`src/rtl/tx_core_pkg.sv`:
```
// Shared types and line constants for the UART transmit serializer.
// The optional parity stage is controlled by the TX_CORE_PARITY_EN macro.
package tx_core_pkg;

  typedef enum logic [2:0] {
    IDLE,
    START,
    DATA,
    PARITY,
    STOP
  } tx_state_t;

  localparam int   DATA_BITS   = 8;
  localparam logic IDLE_LEVEL  = 1'b1;
  localparam logic START_LEVEL = 1'b0;

endpackage

```
`src/rtl/tx_baud_tick.sv`:
```
// Baud divider for tx_core: counts CLKS_PER_BIT cycles per serial bit and
// flags the last cycle of each bit with a one-cycle tick.
module tx_baud_tick #(
  parameter int CLKS_PER_BIT = 1
) (
  input  logic tx_clk,
  input  logic reset_n,
  input  logic clear,
  input  logic enable,
  output logic tick
);

  localparam int CW = (CLKS_PER_BIT > 1) ? $clog2(CLKS_PER_BIT) : 1;
  localparam logic [CW-1:0] LAST = CW'(CLKS_PER_BIT - 1);

  logic [CW-1:0] count;

  assign tick = enable && (count == LAST);

  // With CLKS_PER_BIT=1 the count never leaves zero and every enabled cycle ticks.
  always_ff @(posedge tx_clk) begin
    if (reset_n || clear) begin
      count <= '0;
    end else if (enable) begin
      count <= tick ? '0 : count + 1'b1;
    end
  end

endmodule

```
`src/rtl/tx_core.sv`:
```
// UART transmit serializer: start bit, 8 data bits LSB first, optional parity
// (TX_CORE_PARITY_EN), STOP_BITS stop bits. Reset input is active high.
module tx_core
  import tx_core_pkg::*;
#(
  parameter int CLKS_PER_BIT = 1,
  parameter int STOP_BITS    = 1,
  parameter int PARITY_ODD   = 0
) (
  input  logic                 tx_clk,
  input  logic                 reset_n,
  input  logic                 tx_valid,
  input  logic [DATA_BITS-1:0] tx_data,
  output logic                 tx_ready,
  output logic                 tx_done,
  output logic                 tx
);

  localparam logic [2:0] LAST_BIT  = 3'(DATA_BITS - 1);
  localparam logic       LAST_STOP = 1'(STOP_BITS - 1);

  tx_state_t            state;
  logic [DATA_BITS-1:0] shreg;
  logic [2:0]           bit_idx;
  logic                 stop_idx;
  logic                 accept;
  logic                 bit_tick;
`ifdef TX_CORE_PARITY_EN
  logic                 parity_bit;
`endif

  assign accept = (state == IDLE) && tx_valid && tx_ready;

  tx_baud_tick #(
    .CLKS_PER_BIT(CLKS_PER_BIT)
  ) u_baud (
    .tx_clk (tx_clk),
    .reset_n(reset_n),
    .clear  (accept),
    .enable (state != IDLE),
    .tick   (bit_tick)
  );

  // Each state presets tx for the next bit at the tick ending the current one,
  // so the line level is always a register.
  always_ff @(posedge tx_clk) begin
    if (reset_n) begin
      state    <= IDLE;
      tx       <= IDLE_LEVEL;
      tx_ready <= 1'b1;
      tx_done  <= 1'b0;
      shreg    <= '0;
      bit_idx  <= '0;
      stop_idx <= 1'b0;
`ifdef TX_CORE_PARITY_EN
      parity_bit <= 1'b0;
`endif
    end else begin
      tx_done <= 1'b0;
      case (state)
        IDLE: begin
          tx       <= IDLE_LEVEL;
          tx_ready <= 1'b1;
          if (accept) begin
            shreg    <= tx_data;
            bit_idx  <= '0;
            stop_idx <= 1'b0;
            tx_ready <= 1'b0;
            tx       <= START_LEVEL;
            state    <= START;
`ifdef TX_CORE_PARITY_EN
            parity_bit <= (^tx_data) ^ (PARITY_ODD != 0);
`endif
          end
        end
        START: begin
          if (bit_tick) begin
            tx    <= shreg[0];
            shreg <= shreg >> 1;
            state <= DATA;
          end
        end
        DATA: begin
          if (bit_tick) begin
            if (bit_idx == LAST_BIT) begin
`ifdef TX_CORE_PARITY_EN
              tx    <= parity_bit;
              state <= PARITY;
`else
              tx    <= IDLE_LEVEL;
              state <= STOP;
`endif
            end else begin
              tx      <= shreg[0];
              shreg   <= shreg >> 1;
              bit_idx <= bit_idx + 1'b1;
            end
          end
        end
`ifdef TX_CORE_PARITY_EN
        PARITY: begin
          if (bit_tick) begin
            tx    <= IDLE_LEVEL;
            state <= STOP;
          end
        end
`endif
        STOP: begin
          if (bit_tick) begin
            if (stop_idx == LAST_STOP) begin
              tx       <= IDLE_LEVEL;
              tx_done  <= 1'b1;
              tx_ready <= 1'b1;
              state    <= IDLE;
            end else begin
              stop_idx <= stop_idx + 1'b1;
            end
          end
        end
        default: begin
          tx       <= IDLE_LEVEL;
          tx_ready <= 1'b1;
          state    <= IDLE;
        end
      endcase
    end
  end

endmodule

```
`config.mk`:
```
export PLATFORM = sky130hd
export DESIGN_NAME = tx_core
export DESIGN_NICKNAME = d
export VERILOG_FILES = /design/src/rtl/tx_core_pkg.sv /design/src/rtl/tx_baud_tick.sv /design/src/rtl/tx_core.sv
export SDC_FILE = /design/constraint.sdc
export NUM_CORES = 1
export LEC_CHECK = 0
export BUFFER_PORTS_ARGS = -buffer_cell sky130_fd_sc_hd__buf_2
export CORE_UTILIZATION = 52
export CTS_BUF_LIST = sky130_fd_sc_hd__clkbuf_4 sky130_fd_sc_hd__clkbuf_8
export DETAILED_ROUTE_END_ITERATION = 8
export PLACE_DENSITY_LB_ADDON = 0.05
export SYNTH_ARGS = -nofsm -noshare
export SYNTH_HDL_FRONTEND = slang
export SYNTH_HIERARCHICAL = 1
export SYNTH_SLANG_ARGS = --single-unit
```
`constraint.sdc`:
```
create_clock -name tx_clk -period 2 [get_ports tx_clk]
set_input_delay 0.1 -clock tx_clk [delete_from_list [all_inputs] [get_ports tx_clk]]
set_output_delay 0.1 -clock tx_clk [all_outputs]
set_load 0.05 [all_outputs]
```
Word-level counts from Yosys, hierarchy flattened
Cells that the tools add are included.
Widths: inputs -> output; s select.

word-level totals
  bits in registers = 19
  logic and storage cells = 73

operators by class
  reduce and logical (&&, ||, !) cells = 17
  add/sub/neg operators = 3
  eq/ne operators = 11
  multiplexer cells = 30
  bitwise gates (word level) = 4

operators with widths
  cell                 count
  $mux 8               4
  $mux 3               9
  $pmux 8 s3           1
  $pmux 3 s4           1
  $mux 1               11
  $ne 2x1->1 const B   4
  $reduce_and 4->1     2
  $eq 3x3->1 const B   2
  $ne 2x2->1 const B   3
  $pmux 3 s2           1
  $reduce_and 3->1     2
  $reduce_and 6->1     1
  $reduce_bool 3->1    2
  $reduce_and 5->1     1
  $not 1->1            4
  $pmux 1 s4           1
  $reduce_bool 2->1    2
  $add 3x1->3 const B  1
  $eq 3x1->1 const B   1
  $eq 3x2->1 const B   1
  $logic_and 1x1->1    3
  $logic_not 3->1      1
  $pmux 1 s3           1
  $reduce_or 3->1      1
  4 further kinds      5

Longest topological paths before layout
  depth after elaboration = 5
  depth in mapped cells = 9

Cells and area by module
Netlist, hierarchy kept.

by module, submodules not included
  module        cells each  instances  sequential area each (sq um)  area an instance (sq um)
  tx_core       105         1          340.3                         875.8
  tx_baud_tick  3           1          20.0                          41.3

Least setup slack after synthesis
No wires, ideal clock.

  path kind = flip-flop to flip-flop
  from = reg state[1]
  to = reg state[1]
  setup time = 0.132 ns
  stages on the path, launching flop included = 9
  arrival time = 1.841 ns
  setup slack = 0.027 ns
  data required time = 1.868 ns
  period minus slack after synthesis = 1.973 ns
  cell sequence = dfxtp_1 > buf_6 > or3_1 > nor2b_1 > buf_2 > or2_2 > o22ai_1 > or4b_1 > a21oi_1

between the ends
  elaborated cells on any way between the ends = 16
  those cells by class = eq/ne: 9; mux: 1; reduce/logical: 6

RTL lines
  item                                 line                text
  from (decl)                          tx_core.sv:22       tx_state_t state;
  from (signal assigned)               tx_core.sv:48       state <= IDLE;
  from (signal assigned)               tx_core.sv:70       state <= START;
  from (signal assigned)               tx_core.sv:80       state <= DATA;
  $reduce_bool 3->1 *                  tx_core.sv:40       .enable (state != IDLE),
  $logic_and 1x1->1 *                  tx_baud_tick.sv:18  assign tick = enable && (count == LAST);
  net bit_tick                         tx_core.sv:27       logic bit_tick;
  $ne 2x1->1 (no source line)          --
  $reduce_and 6->1 (no source line) *  --

Mark *: on every way through the listed nets, which the timed path passes. The rest lies on a longest branch.
A chain may end at the register's enable or synchronous reset.

Worst setup path in the final report
  from = reg state[2]
  to = reg state[1]

The elaborated chain is that of the path after synthesis.

==> metrics.txt <==
max-cap viol count=0; worst r2r src=state[2]; unrepaired setup endpoints after global routing=false; Avg Vias per Cell=5.86; Yosys reg bits=18; placed cells=134; DRC errors left=0; GP Congestion=0.766; final clock skew=1.24 ps; Synth warnings=6; most common cell after layout, fill and taps aside=dfxtp_1; TritonRoute pass-1 iters=7; fin crit period=1880 ps; Worst Hold Class=input pin to flip-flop; # fillers=136; initial antenna violation count=0; Max Buffers Root-to-Sink=2; Seq/Total Area, Yosys=39.3%; Mapped Area=917 sq um; register area=360 sq um; Routed Antenna Nets=0; vias in the first global route=715; Core Rows=14; Reg2Reg Depth=7; CTS clk-pin slew, worst paths=100 ps; I/O Pins=14; status=finished clean; Setup TNS=0 ps; final instance area=1050 sq um; Setup Viol. Count Final=0; Async S/R FF share, synth=0%; number of synthesized flops with an enable pin=0; Final period util=94.0%; Max Fclk=532 MHz; R2R Setup Slk=120 ps; WL/cell=12.1 um; via count of the routed design=808; hold wc startpoint=tx_data[7]; CTS H-tree depth=1; crit start category=flip-flop; unique cell type count in the Yosys netlist=35; largest net degree at the start of global routing=20; Critical Path Sink Type=flip-flop; starting density of the core=58.2%; CTS tree=built; Die Ht=44.0 um; fin nets=136; Initial DRC Count=23; DP HPWL=1170 um; PD cells=906 nW/um^2; Die ar.=1940 sq um; Worst EP required=2230 ps; TritonCTS buffer count=3; Mapped Nets=121; worst slew pin tran=345 ps; number of diodes=0; Peak VDD IR=0.000547 V; Placeable Area=1580 sq um; root buffer cell=clkbuf_4; clk sink count=18; worst r2r dst=state[1]; Die W=44.0 um; area of placed instances=1010 sq um; Final Non-Filler Cells=138; most frequent cells in the layout=18 x dfxtp_1, 15 x nor2_1, 13 x buf_2; Most used DFF post-synth=dfxtp_1; area of the multi-input gates=510 sq um; leakage=0.401 nW; crit path DAT=2110 ps; PortBufs=13; ratio of cells with drive above 1 in the final layout=23.0%; first-pass GRT wire length=3040 um; total power=0.000951 W; Area Overhead vs Synth=14.5%; synthesized area per cell=8.49 sq um; WS Path Type=flip-flop to flip-flop; Final Hold Viols=0; Max-Slew Margin vs Limit=76.9%; final WL=1670 um; Worst Hold Path Cells=3; grt ovf=0; Slew Limit Fails=0; WHS Endpoint=shreg[7]; GRT Resource Usage Total=20.8%; Post-Syn Instances=108; crit-path max FO=9; worst skew pair latency=290 ps
repair_timing:
action	4_1_cts	5_1_grt
hold buffers	0	0
buffers inserted	0	0
gates resized for setup	1	0
hold endpoints to repair	0	0
endpoints found under the setup margin	1	0
metrics by stage:
stage | setup WS [ps] | hold slack (ps) | utilization (%)
after floorplan | 27.1 | 173 | -
after global placement | 97.5 | 357 | 64.1
after detailed placement | 25.8 | 363 | 64.1
after CTS | 118 | 43.9 | 66.6
after global routing | 4.15 | 75.6 | 66.6
final | 120 | 50.4 | 66.6
layout make-up:
cell class | instances | share of cell area, %
Clock buffer | 4 | 3.46
Timing Repair Buffer | 19 | 11.7
Sequential cell | 18 | 34.3
Tap cell | 16 | 1.91
Multi-Input combinational cell | 81 | 48.6
power by group:
part | switching, W | internal, W
logic | 0.000175 | 0.000130
registers | 0.0000235 | 0.000402
clock network | 0.000109 | 0.000111
total | 0.000308 | 0.000643
synth_stat cells (2+ instances only):
| master | count | area share (%) |
|---|---|---|
| a21oi_1 | 6 | 3.3 |
| nand3b_1 | 3 | 2.5 |
| o21ai_0 | 8 | 4.4 |
| nand4bb_1 | 2 | 2.5 |
| nand2_1 | 11 | 4.5 |
| nand2b_1 | 3 | 2.0 |
| nor3_1 | 2 | 1.1 |
| or3b_1 | 2 | 1.9 |
| ha_1 | 2 | 2.7 |
| nor2_1 | 15 | 6.1 |
| a22oi_1 | 2 | 1.6 |
| clkbuf_1 | 4 | 1.6 |
| buf_2 | 3 | 1.6 |
| a311oi_1 | 7 | 6.7 |
| dfxtp_1 | 18 | 39 |
cells by family (layout without fill, tap and decap cells):
family                     count (synthesis)  count (layout)  synth area share (%)
DFF                                       18              18                  39.3
adders and majority gates                  3               3                  3.82
xor gates and xnor gates                   1               1                 0.955
AOI/OAI and AO/OA                         29              29                  21.8
and+or+nand+nor                           48              48                  28.8
buffers and inverters                      9              23                  5.32
metal layers:
metal / global-route usage, % / vias to the layer above / share of wire [%]
met1: 30.3 / 358 / 52
met5: 0 / - / 0
met3: 2.50 / 5 / 4.1
li1: - / 425 / -
met4: 9.09 / 0 / 1.6
met2: 30.7 / 20 / 42
worst max-delay path, cell delays in order (launching register included):
cell     delay [ps]
dfxtp_1         320
or3_1           410
nor2b_2         230
or2_2           280
o22ai_1         190
buf_4           170
o21ai_0          80
a21oi_1         140
worst max path at each step:
| stage | startpoint | end | cells after the start |
|---|---|---|---|
| floorplan | state[1] | state[1] | 8 |
| global placement | state[1] | bit_idx[0] | 6 |
| detailed placement | state[2] | bit_idx[0] | 6 |
| CTS | state[2] | state[1] | 7 |
| global route | state[2] | state[1] | 7 |
| finish | state[2] | state[1] | 7 |
sequential cells by signal, summed over array words and instances (netlist names):
register / count
bit_idx: 3
shreg: 8
state: 3
tx: 1
tx_done: 1
tx_ready: 1
u_baud/count: 1
Power figures use the tool's default switching activity.
